[config.mk]
export PLATFORM = sky130hd
export DESIGN_NAME = result_display_sequencer
export DESIGN_NICKNAME = d
export VERILOG_FILES = /design/src/rtl/fsmd_pkg.sv /design/src/rtl/button_debouncer.sv /design/src/rtl/result_display_sequencer.sv
export SDC_FILE = /design/constraint.sdc
export NUM_CORES = 1
export LEC_CHECK = 0
export ABC_AREA = 1
export BUFFER_PORTS_ARGS = -buffer_cell sky130_fd_sc_hd__buf_2
export CAP_MARGIN = 15
export CORE_ASPECT_RATIO = 1.5
export CORE_MARGIN = 4
export CORE_UTILIZATION = 57
export CTS_BUF_LIST = sky130_fd_sc_hd__clkbuf_4 sky130_fd_sc_hd__clkbuf_8
export DETAILED_ROUTE_END_ITERATION = 6
export PLACE_DENSITY = 0.9
export SYNTH_ARGS = -nofsm -noshare
export SYNTH_HDL_FRONTEND = slang
export SYNTH_SLANG_ARGS = --single-unit
[constraint.sdc]
create_clock -name CLK -period 2.55 [get_ports CLK]
set_input_delay 0.1275 -clock CLK [delete_from_list [all_inputs] [get_ports CLK]]
set_output_delay 0.1275 -clock CLK [all_outputs]
set_load 0.1 [all_outputs]
[src/rtl/fsmd_pkg.sv]
// Shared definitions for the matrix-multiply FSMD result path.
package fsmd_pkg;

  localparam int N_RESULTS_DEF = 9;
  localparam int DATA_W_DEF    = 16;

  typedef enum logic [1:0] {
    CAPTURE = 2'd0,
    SHOW    = 2'd1,
    HELD    = 2'd2,
    DONE    = 2'd3
  } seq_state_t;

endpackage

[src/rtl/button_debouncer.sv]
// Two-flop synchroniser plus stability counter for a push-button.
// Emits the debounced level and one-cycle rise/fall pulses.
module button_debouncer #(
  parameter int DEB_CYCLES = 4
) (
  input  logic CLK,
  input  logic RST,
  input  logic btn_raw,
  output logic level,
  output logic rise,
  output logic fall
);

  localparam int CNT_W = (DEB_CYCLES > 1) ? $clog2(DEB_CYCLES) : 1;

  logic             sync1;
  logic             sync2;
  logic [CNT_W-1:0] cnt;

  // Synchronise, count consecutive disagreeing samples, toggle after DEB_CYCLES of them
  always_ff @(posedge CLK or negedge RST) begin
    if (!RST) begin
      sync1 <= 1'b0;
      sync2 <= 1'b0;
      cnt   <= '0;
      level <= 1'b0;
      rise  <= 1'b0;
      fall  <= 1'b0;
    end else begin
      sync1 <= btn_raw;
      sync2 <= sync1;
      rise  <= 1'b0;
      fall  <= 1'b0;
      if (sync2 != level) begin
        if (cnt == CNT_W'(DEB_CYCLES - 1)) begin
          level <= sync2;
          cnt   <= '0;
          rise  <= sync2;
          fall  <= ~sync2;
        end else begin
          cnt <= cnt + 1'b1;
        end
      end else begin
        cnt <= '0;
      end
    end
  end

endmodule

[src/rtl/result_display_sequencer.sv]
// Captures the controller's nine results and steps through them on a
// debounced button press, handshaking Show_DATA / Done_Flag back.
module result_display_sequencer
  import fsmd_pkg::*;
#(
  parameter int DATA_W     = DATA_W_DEF,
  parameter int N_RESULTS  = N_RESULTS_DEF,
  parameter int DEB_CYCLES = 4,
  parameter int IDX_W      = 4
) (
  input  logic              CLK,
  input  logic              RST,
  input  logic              btn_raw,
  input  logic              ld_out,
  input  logic [DATA_W-1:0] result_in,
  input  logic              Count_En,
  input  logic              NEW_OUTPUT,
  output logic              Show_DATA,
  output logic              Done_Flag,
  output logic [DATA_W-1:0] disp_data,
  output logic [IDX_W-1:0]  disp_idx,
  output logic              disp_valid,
  output logic              overflow_err
);

  seq_state_t        state;
  logic [IDX_W-1:0]  wr_ptr;
  logic [IDX_W-1:0]  rd_idx;
  logic [DATA_W-1:0] res_buf [N_RESULTS];
  logic              btn_rise;
  logic              btn_fall;
  logic              wr_ok;

  // NEW_OUTPUT is informational only: advancing in SHOW never waits on it
  logic unused_new_output;
  assign unused_new_output = NEW_OUTPUT;

  button_debouncer #(
    .DEB_CYCLES (DEB_CYCLES)
  ) u_debouncer (
    .CLK     (CLK),
    .RST     (RST),
    .btn_raw (btn_raw),
    .level   (Show_DATA),
    .rise    (btn_rise),
    .fall    (btn_fall)
  );

  assign wr_ok = ld_out && (state == CAPTURE) && (wr_ptr < IDX_W'(N_RESULTS));

  // Result buffer write; contents are not reset, wr_ptr alone marks validity
  always_ff @(posedge CLK) begin
    if (wr_ok) begin
      res_buf[wr_ptr] <= result_in;
    end
  end

  // Sequencer FSM with pointers, done pulse and sticky overflow flag
  always_ff @(posedge CLK or negedge RST) begin
    if (!RST) begin
      state        <= CAPTURE;
      wr_ptr       <= '0;
      rd_idx       <= '0;
      Done_Flag    <= 1'b0;
      overflow_err <= 1'b0;
    end else begin
      Done_Flag <= 1'b0;
      if (ld_out && !wr_ok) begin
        overflow_err <= 1'b1;
      end
      if (wr_ok) begin
        wr_ptr <= wr_ptr + 1'b1;
      end
      case (state)
        CAPTURE: begin
          if (Count_En) begin
            state <= SHOW;
          end
        end
        SHOW: begin
          if (!Count_En) begin
            state  <= CAPTURE;
            rd_idx <= '0;
          end else if (btn_rise) begin
            state <= HELD;
          end
        end
        HELD: begin
          if (!Count_En) begin
            state  <= CAPTURE;
            rd_idx <= '0;
          end else if (btn_fall) begin
            if (rd_idx == IDX_W'(N_RESULTS - 1)) begin
              state     <= DONE;
              Done_Flag <= 1'b1;
            end else begin
              rd_idx <= rd_idx + 1'b1;
              state  <= SHOW;
            end
          end
        end
        DONE: begin
          wr_ptr <= '0;
          rd_idx <= '0;
          state  <= CAPTURE;
        end
      endcase
    end
  end

  assign disp_idx   = rd_idx;
  assign disp_valid = Count_En && (rd_idx < wr_ptr);
  assign disp_data  = disp_valid ? res_buf[rd_idx] : '0;

endmodule

==> results of run 1 <==
layer usage:
metal / vias up / share of wire [%] / global-route usage (%)
met4: 0 / 3.7 / 12.7
met3: 59 / 9.7 / 5.68
met1: 2473 / 35 / 29.0
li1: 2301 / - / -
met2: 343 / 52 / 41.9
met5: - / 0 / 0
registers in the layout, summed over array words and instances (netlist names):
signal             count
wr_ptr                 4
u_debouncer.cnt        2
state                  2
u_debouncer.rise       1
u_debouncer.sync2      1
u_debouncer.sync1      1
overflow_err           1
res_buf              144
u_debouncer.level      1
Done_Flag              1
disp_idx               4
u_debouncer.fall       1
cell type report:
| type | instances | area (um2) | share of cell area (%) |
|---|---|---|---|
| Clock buffer | 20 | 256 | 3.05 |
| Clock inverter | 12 | 115 | 1.37 |
| Inverter | 21 | 81.3 | 0.967 |
| Multi-Input combinational cell | 414 | 2070 | 24.7 |
| Sequential cell | 163 | 4800 | 57.1 |
| Tap cell | 153 | 191 | 2.28 |
| Timing Repair Buffer | 86 | 887 | 10.6 |
report_power, final:
group | internal, mW | leakage [nW] | switching [mW]
Combinational | 0.996 | 1.53 | 2.24
Sequential | 3.21 | 1.54 | 0.125
Clock | 0.885 | 0.189 | 0.893
Total | 5.09 | 3.26 | 3.26
worst max-delay path by stage:
stage,startpoint,end,slack [ps],depth (start not counted)
3_5_place_dp,wr_ptr[1],disp_data[3],520,8
5_1_grt,wr_ptr[3],disp_data[3],7,7
4_1_cts,disp_idx[0],disp_data[15],60,8
3_3_place_gp,wr_ptr[2],disp_data[3],610,8
2_1_floorplan,wr_ptr[0],res_buf[4][0],-30,6
6_report,wr_ptr[3],disp_data[3],100,7
kinds of logic (layout without fill, tap and decap cells):
group	Yosys count	in the layout	synth area share, %
fa+ha+maj	10	10	1.79
compound gates	15	15	1.20
simple gates	387	387	24.0
xor+xnor	2	2	0.250
buf+inv	54	139	4.19
flops	163	163	68.6
Yosys cell counts:
| cell type | n | area [um2] |
|---|---|---|
| buf_6 | 7 | 78.8 |
| nand4_1 | 18 | 113 |
| o21ai_1 | 1 | 5.00 |
| xor2_1 | 1 | 8.76 |
| nor2_2 | 2 | 12.5 |
| nand3_1 | 86 | 430 |
| inv_2 | 1 | 3.75 |
| a21oi_1 | 4 | 20.0 |
| a21oi_2 | 1 | 8.76 |
| buf_1 | 2 | 7.51 |
| buf_4 | 5 | 37.5 |
| xnor2_1 | 1 | 8.76 |
| or2_2 | 17 | 106 |
| nand3_2 | 1 | 10.0 |
| nand2_1 | 189 | 709 |
| a21boi_0 | 1 | 7.51 |
| clkbuf_1 | 6 | 22.5 |
| inv_1 | 19 | 71.3 |
| nor3b_1 | 1 | 7.51 |
| nand2_2 | 1 | 6.26 |
| ha_1 | 10 | 125 |
| dfrtp_1 | 19 | 475 |
| buf_2 | 13 | 65.1 |
| inv_4 | 1 | 6.26 |
| edfxtp_1 | 144 | 4320 |
| o21ai_0 | 7 | 35.0 |
| nor2_1 | 63 | 236 |
| nor3_1 | 9 | 45.0 |
| a21o_1 | 1 | 7.51 |
repair_timing:
item | CTS | global route
gates resized for setup | 1 | 4
setup buffers | 0 | 3
hold buffers | 19 | 0
hold endpoints to repair | 165 | 0
pin swaps | 0 | 3
endpoints found under the setup margin | 1 | 14
==> out/metrics.cfg, run 1 <==
[floorplanning]
die_w_um = 98.5
io_pins = 46
start_util_pct = 58.2
core_area_um2 = 12000
die_y_um = 144
die_area_um2 = 14100
row_count = 49

[sta]
fmax_mhz = 409
worstMarginPinSlew_ps = 543
finalCriticalPeriod_ps = 2450
hold_viol = 0
timing.setup.tns_ps = 0
final_max_slew_viol_count = 0
finClkSkew_ps = 10.8
slew_headroom_pct = 63.8
fin_crit_sh_pct = 95.9
rsz0062_at_grt = false
timing.hold.ws_ps = 132
final-setup-viol-count = 0
layout_setup_ws_ps = 104

[cells_and_area]
num_antenna_cells = 0
mostFrequentLayoutCells = 189 x nand2_1, 144 x edfxtp_1, 86 x nand3_1
nFillCells = 772
layout.nets = 735
area_delta_synth_final_pct = 20.2
final_cells = 869
drive_above_1_share_pct = 20.3
final_common_cell = nand2_1
final_util_pct = 70.0
stdcell_area_um2 = 8410

[setup_path]
worst_setup_path_end_kind = output pin
rr_endpoint = res_buf[2][1]
start_kind = register
worst-endpoint-required_ps = 2420
worst_path_dominant_cell_family = buffers and inverters
cp_cell_sequence = inv_1 -> ha_1 -> a21oi_2 -> buf_6 -> nand4_1 -> nor2_4 -> buf_12
crit_buf_inv = 3
cp.arrival_ps = 2320
cpPeakStageDelay_ps = 370
cp_slowest_cell = dfrtp_1
path_max_fanout = 10
ff2ff_path_depth = 7
r2r-start = wr_ptr[1]
worstSetupPathType = register to output pin
reg2reg_setup_slack_ps = 470

[detailed_routing]
wl_per_cell_um = 19.5
drc = 2
drt_iter0_drc = 720
wirelength_um = 17000
drtAntennaViolNets = 0
routed_via_density = 5.96
via_count = 5176
first_pass_iters = 7

[min_path]
worst_hold_path_type = primary input to asynchronous set/reset pin

[clocking]
cts_tree = done
ctsHtreeMaxLevel = 4
clk_latency_ps = 450
cts_buffer_depth = 2
clk_pin_slew_worst_paths_ps = 80
cts_buffers = 17
clock-root-buffer = clkbuf_8
cts.sinks = 163

[pwr]
ir_worst_vdd_mv = 0.633
p_leak_nw = 3.26
pwr_density_cell_nw_per_um2 = 993
report.power.total_mw = 8.35

[logic_synthesis]
synth_fp_nets = 663
syn_area_um2 = 7000
syn_inst = 631
ys_seq_elements = 163
yosys_warnings = 0
synth_cell_type_count = 29
yosysSeqAreaShare_pct = 68.6
syn_avg_cell_area_um2 = 11.1

[placed_design]
gp_congestion = 0.813
dp_slack_ps = 522
portBuffers = 44
dpl-instance-area_um2 = 7770
dp_cells = 815
dp_hpwl_um = 9710

[global_routing]
grt_max_degree = 70
antenna_found_initial = 0
grt_pass1_vias = 5254
grt.overflow.total = 0
grtUsageTotal_pct = 24.5
grt_pass1_wl_um = 26500

[job]
drv_cap = 0

[status]
violations = DRC
run_status = finished with violations

No activity file was read; power rests on OpenSTA's default activity.
==> run 2: changes to the inputs <==
- PLACE_DENSITY: 0.9 -> 0.79
- REMOVE_ABC_BUFFERS: not set -> 1
- SYNTH_HIERARCHICAL: not set -> 1
==> run 2 against run 1 <==
First-iteration DRC count down 18%. Hold slack better by 19 ps. Die area up 0.13%. The flow now finishes without violations. Global-route usage down 1.8 points. Via count down 2.6%. Critical path type unchanged. Final area down 0.91%. Largest cell class unchanged. Critical endpoint is now disp_data[14]. Area after synthesis up 0.14%. Routed wire length down 6.9%. Synthesized cell count up 0.63%. Critical path depth down 1. Non-clock buffer count down 2.
==> out/metrics.cfg, run 2 <==
[cells_and_area]
largest_reg_flops = 144  ; unchanged
drive_above_1_share_pct = 18.0  ; -2.3 points
largest_register = res_buf
num_antenna_cells = 0  ; unchanged
layout.nets = 737  ; +0.27%
area_delta_synth_final_pct = 18.9
stdcell_area_um2 = 8330  ; -0.91%
final_common_cell = nand2_1
mostFrequentLayoutCells = 191 x nand2_1, 144 x edfxtp_1, 87 x nand3_1
nFillCells = 826  ; +7.0%

[detailed_routing]
routed_via_density = 5.79  ; -2.7%
via_count = 5040  ; -2.6%
wl_per_cell_um = 18.2  ; -7.0%
wirelength_um = 15800  ; -6.9%
drtAntennaViolNets = 0  ; unchanged
drc = 0  ; -2
drt_iter0_drc = 591  ; -18%
first_pass_iters = 5  ; -2

[clocking]
clock-root-buffer = clkbuf_8
clk_pin_slew_worst_paths_ps = 80  ; about the same
cts_buffers = 17  ; unchanged
clk_latency_ps = 450  ; about the same
cts_tree = done
cts.sinks = 163  ; unchanged
ctsHtreeMaxLevel = 4  ; unchanged
cts_buffer_depth = 2  ; unchanged

[floorplanning]
start_util_pct = 58.3  ; +0.083 points
io_pins = 46  ; unchanged
row_count = 49  ; unchanged
die_area_um2 = 14200  ; +0.13%
core_area_um2 = 12000  ; unchanged
die_w_um = 98.5  ; about the same
die_y_um = 144  ; about the same

[global_routing]
antenna_found_initial = 0  ; unchanged
grt_pass1_wl_um = 24200  ; -8.7%
grt_max_degree = 41  ; -41%
grt_pass1_vias = 4891  ; -6.9%
grtUsageTotal_pct = 22.7  ; -1.8 points
grt.overflow.total = 0  ; unchanged

[setup_path]
rr_endpoint = res_buf[2][13]
crit_path_end = disp_data[14]
cp_slowest_cell = dfrtp_1
cp.arrival_ps = 2310  ; about the same
worst_setup_path_end_kind = output pin
r2r-start = wr_ptr[0]
worst_path_dominant_cell_family = buffers and inverters
crit_buf_inv = 2  ; -1
path_max_fanout = 17  ; +7
reg2reg_setup_slack_ps = 480  ; about the same
worstSetupPathType = register to output pin
cp_cell_sequence = ha_1 -> a21oi_2 -> buf_4 -> nand4_1 -> nor2_2 -> buf_12
ff2ff_path_depth = 7  ; unchanged
worst-endpoint-required_ps = 2420  ; about the same
crit_start = disp_idx[3]
path_depth = 6  ; -1
start_kind = register
cpPeakStageDelay_ps = 460  ; +90 ps

[sta]
layout_setup_ws_ps = 111  ; +7.01 ps
worstMarginPinSlew_ps = 581  ; +37.1 ps
fin_crit_sh_pct = 95.7  ; -0.27 points
finClkSkew_ps = 10.9  ; +0.0534 ps
final-setup-viol-count = 0  ; unchanged
timing.hold.ws_ps = 151  ; +18.8 ps
rsz0062_at_grt = false
slew_headroom_pct = 61.3  ; -2.5 points
hold_viol = 0  ; unchanged
fmax_mhz = 410  ; +0.29%
finalCriticalPeriod_ps = 2440  ; -7.01 ps
final_max_slew_viol_count = 0  ; unchanged
timing.setup.tns_ps = 0  ; unchanged

[logic_synthesis]
yosys_warnings = 6  ; +6
yosysSeqAreaShare_pct = 68.5  ; -0.098 points
ys_dominant_reg_cell = edfxtp_1
synthMostInstantiatedCell = nand2_1
syn_inst = 635  ; +0.63%
synth_cell_type_count = 26  ; -10%
synth_commonest_cells = 191 x nand2_1, 144 x edfxtp_1, 87 x nand3_1, 63 x nor2_1, 20 x inv_1
yosys-top-cells-area = edfxtp_1 62%, nand2_1 10%, dfrtp_1 6.8%
synthArstFlopShare_pct = 11.7  ; unchanged
synth_top_area_share_pct = 61.7  ; -0.088 points
netlist.top_cell.by_area = edfxtp_1
syn_avg_cell_area_um2 = 11.0  ; -0.49%
synth_edf_count = 144  ; unchanged
syn_area_um2 = 7010  ; +0.14%
ys_seq_elements = 163  ; unchanged

[pwr]
switching_power_mw = 3.13  ; -3.9%
report.power.total_mw = 8.44  ; +1.0%
power_frac_comb_pct = 35.4  ; -3.4 points
p_leak_nw = 3.29  ; +0.91%
switching_share_pct = 37.1  ; -1.9 points
pwr_density_cell_nw_per_um2 = 1010  ; +2.0%
clockPowerShare_pct = 25.7  ; +4.4 points
internal_power_mw = 5.31  ; +4.2%
ir_worst_vdd_mv = 0.991  ; +57%
power.share.sequential_pct = 39.0  ; -0.9 points

[placed_design]
dp_slack_ps = 372  ; -149 ps
gp_congestion = 0.867  ; +6.6%
dpl-instance-area_um2 = 7640  ; -1.7%
dp_hpwl_um = 8830  ; -9.1%
portBuffers = 44  ; unchanged

[job]
drv_cap = 0  ; unchanged

[min_path]
worst_hold_path_type = primary input to asynchronous set/reset pin

[status]
run_status = complete, no violations

## run 2: cell types whose count changed in the layout (fill, tap and decap cells not counted), moves of 3 or more
cell	change
nor2_4	-17
nor2_1	+15
bufinv_16	+4
buf_12	-3
clkinv_2	-3
## run 2: worst min path at each step
| stage | startpoint | endpoint | depth (start not counted) | slack, ps |
|---|---|---|---|---|
| detailed placement | RST | u_debouncer/cnt[0] | 1 | 90 |
| floorplan | RST | Done_Flag | 0 | -170 |
| CTS | RST | u_debouncer/cnt[0] | 2 | 130 |
| global route | RST | disp_idx[3] | 2 | 180 |
| global placement | RST | u_debouncer/level | 1 | 70 |
| finish | RST | u_debouncer/level | 2 | 150 |
## run 2: per-stage QoR
stage / cells / util (%)
6_report: 870 / 69.3
2_1_floorplan: 602 / -
3_5_place_dp: 820 / 63.6
5_1_grt: 870 / 69.3
4_1_cts: 870 / 69.2
3_3_place_gp: 820 / 63.6
## run 2: power groups by stage
stage	clock, mW	sequential (mW)	combinational [mW]
3_3_place_gp	0	3.33	2.82
4_1_cts	2.17	3.29	2.97
6_report	2.17	3.29	2.98
2_1_floorplan	0	3.46	1.76
5_1_grt	2.29	3.31	3.19
3_5_place_dp	0	3.35	2.91
## run 2: area by class of cell
class                      instances  area, um2  share of cell area [%]
clock inverter                    13        231                    2.78
timing repair buffer              84        835                    10.0
multi-input combinational        416       1940                    23.3
clock buffer                      18        241                    2.90
tap                              153        191                    2.30
inverter                          23       91.3                    1.10
sequential                       163       4800                    57.6
## run 2: repair_timing
item / 4_1_cts / 5_1_grt
setup buffers: 0 / 0
setup endpoints to repair: 4 / 11
endpoints found under the hold margin: 165 / 0
hold buffers: 19 / 0
resized for setup: 3 / 4
## run 2: logic make-up (layout without fill, tap and decap cells)
family	after synthesis	in the layout	share of synthesized area [%]
and+or+nand+nor	387	387	23.8
adders and majority gates	10	10	1.79
xor gates and xnor gates	1	1	0.125
buffers and inverters	56	138	4.36
AOI/OAI and AO/OA	18	18	1.41
DFF	163	163	68.5
## run 2: layer usage
| metal | vias up | GRT usage, % | wire (um) |
|---|---|---|---|
| met5 | - | 0 | 0 |
| met4 | 0 | 11.5 | 485 |
| met3 | 46 | 4.61 | 1400 |
| met2 | 285 | 39.5 | 8210 |
| met1 | 2405 | 26.8 | 5700 |
| li1 | 2304 | - | - |
